`src/rtl/pipelined_barrel_shifter.sv`:
```
// Pipelined barrel shifter: log2(WIDTH) register stages, SLL/SRL/SRA, valid/ready on both sides.
// Define BSHIFT_ROTATE_EN to build rotate-right for op 11; otherwise op 11 runs as SRL and reports op 01.
module pipelined_barrel_shifter #(
  parameter int unsigned WIDTH = 8,
  parameter int unsigned TAG_W = 4,
  localparam int unsigned STG = $clog2(WIDTH),
  localparam int unsigned SHW = STG + 1
) (
  input  logic             clk,
  input  logic             rst,
  input  logic             in_valid,
  output logic             in_ready,
  input  logic [WIDTH-1:0] in_data,
  input  logic [SHW-1:0]   in_shamt,
  input  logic [1:0]       in_op,
  input  logic [TAG_W-1:0] in_tag,
  output logic             out_valid,
  input  logic             out_ready,
  output logic [WIDTH-1:0] out_data,
  output logic [TAG_W-1:0] out_tag,
  output logic [1:0]       out_op
);

  localparam logic [1:0] OP_SLL = 2'b00;
  localparam logic [1:0] OP_SRL = 2'b01;
  localparam logic [1:0] OP_SRA = 2'b10;
  localparam logic [1:0] OP_ROR = 2'b11;

  typedef struct packed {
    logic             vld;
    logic [1:0]       op;
    logic             sgn;
    logic             ovf;
    logic [STG-1:0]   shamt;
    logic [TAG_W-1:0] tag;
    logic [WIDTH-1:0] data;
  } stage_t;

  stage_t     stg_q [STG];
  stage_t     stg_d [STG];
  logic       advance;
  logic [1:0] op0;

  // One fixed-distance step; SRA fills from the sign captured at acceptance.
  function automatic logic [WIDTH-1:0] shift_step(input logic [WIDTH-1:0] d,
                                                  input logic [1:0]       op,
                                                  input logic             sgn,
                                                  input int unsigned      amt);
    logic [WIDTH-1:0] r;
    r = d;
    case (op)
      OP_SLL:  r = d << amt;
      OP_SRL:  r = d >> amt;
      OP_SRA:  r = sgn ? ~((~d) >> amt) : (d >> amt);
`ifdef BSHIFT_ROTATE_EN
      OP_ROR:  r = (d >> amt) | (d << (WIDTH - amt));
`endif
      default: r = d >> amt;
    endcase
    return r;
  endfunction

  // A single global stall: every stage moves together or holds together.
  assign advance  = out_ready | ~stg_q[STG-1].vld;
  assign in_ready = advance;

  always_comb begin
    op0 = in_op;
`ifndef BSHIFT_ROTATE_EN
    if (in_op == OP_ROR) op0 = OP_SRL;
`endif
    for (int unsigned k = 0; k < STG; k++) stg_d[k] = '0;

    stg_d[0].vld   = in_valid;
    stg_d[0].op    = op0;
    stg_d[0].sgn   = in_data[WIDTH-1];
    stg_d[0].ovf   = in_shamt[STG];
    stg_d[0].shamt = in_shamt[STG-1:0];
    stg_d[0].tag   = in_tag;
    stg_d[0].data  = in_shamt[0] ? shift_step(in_data, op0, in_data[WIDTH-1], 1) : in_data;

    for (int unsigned k = 1; k < STG; k++) begin
      stg_d[k] = stg_q[k-1];
      if (stg_q[k-1].shamt[k])
        stg_d[k].data = shift_step(stg_q[k-1].data, stg_q[k-1].op, stg_q[k-1].sgn, 32'd1 << k);
    end

    // Shift of WIDTH or more saturates everything except rotate.
    if (stg_d[STG-1].ovf && (stg_d[STG-1].op != OP_ROR))
      stg_d[STG-1].data = (stg_d[STG-1].op == OP_SRA) ? {WIDTH{stg_d[STG-1].sgn}} : '0;
  end

  always_ff @(posedge clk) begin
    if (rst) begin
      for (int unsigned k = 0; k < STG; k++) stg_q[k] <= '0;
    end else if (advance) begin
      for (int unsigned k = 0; k < STG; k++) stg_q[k] <= stg_d[k];
    end
  end

  assign out_valid = stg_q[STG-1].vld;
  assign out_data  = stg_q[STG-1].data;
  assign out_tag   = stg_q[STG-1].tag;
  assign out_op    = stg_q[STG-1].op;

endmodule

```
`config.mk`:
```
export PLATFORM = sky130hd
export DESIGN_NAME = pipelined_barrel_shifter
export DESIGN_NICKNAME = d
export VERILOG_FILES = /design/src/rtl/pipelined_barrel_shifter.sv
export SDC_FILE = /design/constraint.sdc
export NUM_CORES = 1
export LEC_CHECK = 0
export ABC_CLOCK_PERIOD_IN_PS = 2400
export CAP_MARGIN = 0
export CORE_ASPECT_RATIO = 1.75
export CORE_MARGIN = 3
export CORE_UTILIZATION = 30
export CTS_BUF_LIST = sky130_fd_sc_hd__clkbuf_8
export CTS_CLUSTER_DIAMETER = 50
export DETAILED_ROUTE_END_ITERATION = 7
export GPL_TIMING_DRIVEN = 0
export SLEW_MARGIN = 20
export SYNTH_ARGS = -nofsm -noshare
export SYNTH_HDL_FRONTEND = slang
export SYNTH_SLANG_ARGS = --single-unit
```
`constraint.sdc`:
```
create_clock -name clk -period 2.4 [get_ports clk]
set_clock_uncertainty 0.2 [all_clocks]
set_input_delay 0.48 -clock clk [delete_from_list [all_inputs] [get_ports clk]]
set_output_delay 0.48 -clock clk [all_outputs]
set_load 0.1 [all_outputs]
```
==> out/results.tsv <==
metric	value	unit
placementRows	44	
h-tree-depth	2	
end_kind	primary output	
cts_buffers	5	
peakVddDrop	0.000272	V
maxSlewHeadroom	0.367	
p_per_area	598	nW/µm²
fin_crit_sh	0.963	
rsz0062_at_grt	false	
grt_max_degree	53	
drc	0	
arrival	1.63	ns
met3_length	189	µm
dr.pass1.iters	5	
drtAntennaViolNets	0	
clock_latency	0.29	ns
final_cell_mix	52 x edfxtp_1, 28 x and2_1, 21 x clkdlybuf4s50_1	
clk_pin_slew_worst_paths	0.08	ns
drt_wl_total	4.33	mm
grt_pass1_wl	7.21	mm
stdcell_area	3200	µm²
start_util	0.311	
setup_viol	0	
post_drt_wl_per_cell	11.6	µm
nets	279	
tritoncts	built	
netlist_area	2620	µm²
crit_fanout	5	
gp_congestion	0.914	
pin_count	38	
n_antenna_cell	0	
post_cts_buffers	0	
period_needed	2.31	ns
grt-ovfl-total	0	
regMostFlops	stg_q	
yosysWarnings	0	
hold_viol	0	
dp_hpwl	3.14	mm
synth_fp_nets	235	
core	8420	µm²
critical_path_class	primary input to primary output	
status	completed	
drive_above_1_share	0.167	
routed_via_density	4.56	
globalRouteTotalUtil	0.0912	
ys_ff_latch	52	
hp-class	flop to flop	
fmax	433	MHz
hold_buffers	0	
die_w	76.6	µm
final_util	0.379	
wl_met2	2.51	mm
largest_registers	stg_q: 52 flops	
drt-initial-drc-count	76	
placed_area	3140	µm²
dieArea	9930	µm²
numClockSinks	52	
critPathLaunchType	primary input	
maxCapViolations	0	
synthCells	213	
syn_to_final_growth	22.0	%
ys_types	31	
ys_seq_area_frac	0.596	
cp.required	1.72	ns
antenna_found_initial	0	
largest_reg_flops	52	
power	1910	µW
worstMarginPinSlew	0.953	ns
first_global_vias	1618	
clk_path_buf_depth	2	
io_buffers	37	
top_layer	met4	
wirelength_met1	1.50	mm
power_leakage	0.00128	µW
vias	1698	
final_max_slew_viol_count	0	
postSynthAreaPerCell	12.3	µm²
layout_commonest_cell	edfxtp_1	
cts.root.buffer_cell	clkbuf_8	
die_h	130	µm
area by class of cell:
type / count / area [µm²]
Clock inverter: 2 / 8.76
Sequential cell: 52 / 1560
Timing Repair Buffer: 37 / 353
Tap cell: 115 / 144
Fill cell: 834 / 5230
Multi-Input combinational cell: 135 / 875
Clock buffer: 5 / 68.8
Buffer: 26 / 185
cells by family after synthesis:
family                 Yosys count  share of synthesized area
and+or+nand+nor                 83                      0.188
muxes                            4                     0.0153
buffers and inverters           26                     0.0707
AOI/OAI and AO/OA               48                      0.130
DFF                             52                      0.596
Yosys cell counts (all sizes together):
cell type | count | area share
edfxtp | 52 | 0.60
a31oi | 4 | 0.0096
o211ai | 3 | 0.0086
nand4b | 1 | 0.0033
and2 | 28 | 0.067
o21ai | 19 | 0.036
a311oi | 12 | 0.050
nor3b | 2 | 0.0096
clkbuf | 1 | 0.0014
or2 | 1 | 0.0024
a21oi | 4 | 0.0076
nand3b | 2 | 0.0057
nand2b | 7 | 0.021
and2b | 2 | 0.0067
o31ai | 4 | 0.011
buf | 25 | 0.069
a21o | 1 | 0.0029
and3b | 5 | 0.017
nand2 | 17 | 0.024
nor2 | 15 | 0.024
a21bo | 1 | 0.0038
mux2i | 4 | 0.015
nor2b | 3 | 0.0072
worst paths after layout:
check	from	end	slack (ns)	depth (start not counted)
setup / recovery	out_ready	in_ready	0.09	3
setup reg to reg	stg_q[0][59]$_SDFFCE_PN0P_	stg_q[0][36]$_SDFFCE_PN0P_	0.71	2
hold / removal	stg_q[0][9]$_SDFFCE_PN0P_	stg_q[0][29]$_SDFFCE_PN0P_	0.32	1
hold reg to reg	stg_q[0][9]$_SDFFCE_PN0P_	stg_q[0][29]$_SDFFCE_PN0P_	0.32	1
critical path: stages:
cell and delay (ns):
clkdlybuf4s50_1 0.45, nand2b_4 0.14, clkdlybuf4s15_2 0.56
per-layer routing:
layer | GRT usage | vias to the layer above
li1 | - | 851
met1 | 0.0832 | 777
met2 | 0.182 | 59
met3 | 0.0209 | 11
met4 | 0.0512 | 0
met5 | 0 | -
through the flow:
step                hold slack [ns]  TNS [ns]  setup slack, ns  std cells
global placement              0.300    -0.494           -0.494        365
floorplan                     0.297         0         0.000444        213
CTS                           0.323         0           0.0817        372
global route                  0.342         0           0.0371        372
finish                        0.321         0           0.0893        372
detailed placement            0.303    -0.493           -0.493        365
power breakdown:
part	internal, µW	leakage, µW	total [µW]	switching, µW
Clock	195	0.0000452	454	260
Sequential	1070	0.000614	1100	34.2
Combinational	130	0.000621	355	225
timing repair:
| item | 4_1_cts | 5_1_grt |
|---|---|---|
| endpoints found under the setup margin | 16 | 0 |
| endpoints found under the hold margin | 0 | 0 |
| gates resized for setup | 18 | 0 |
Note: power is estimated with default switching activity, not from simulation.
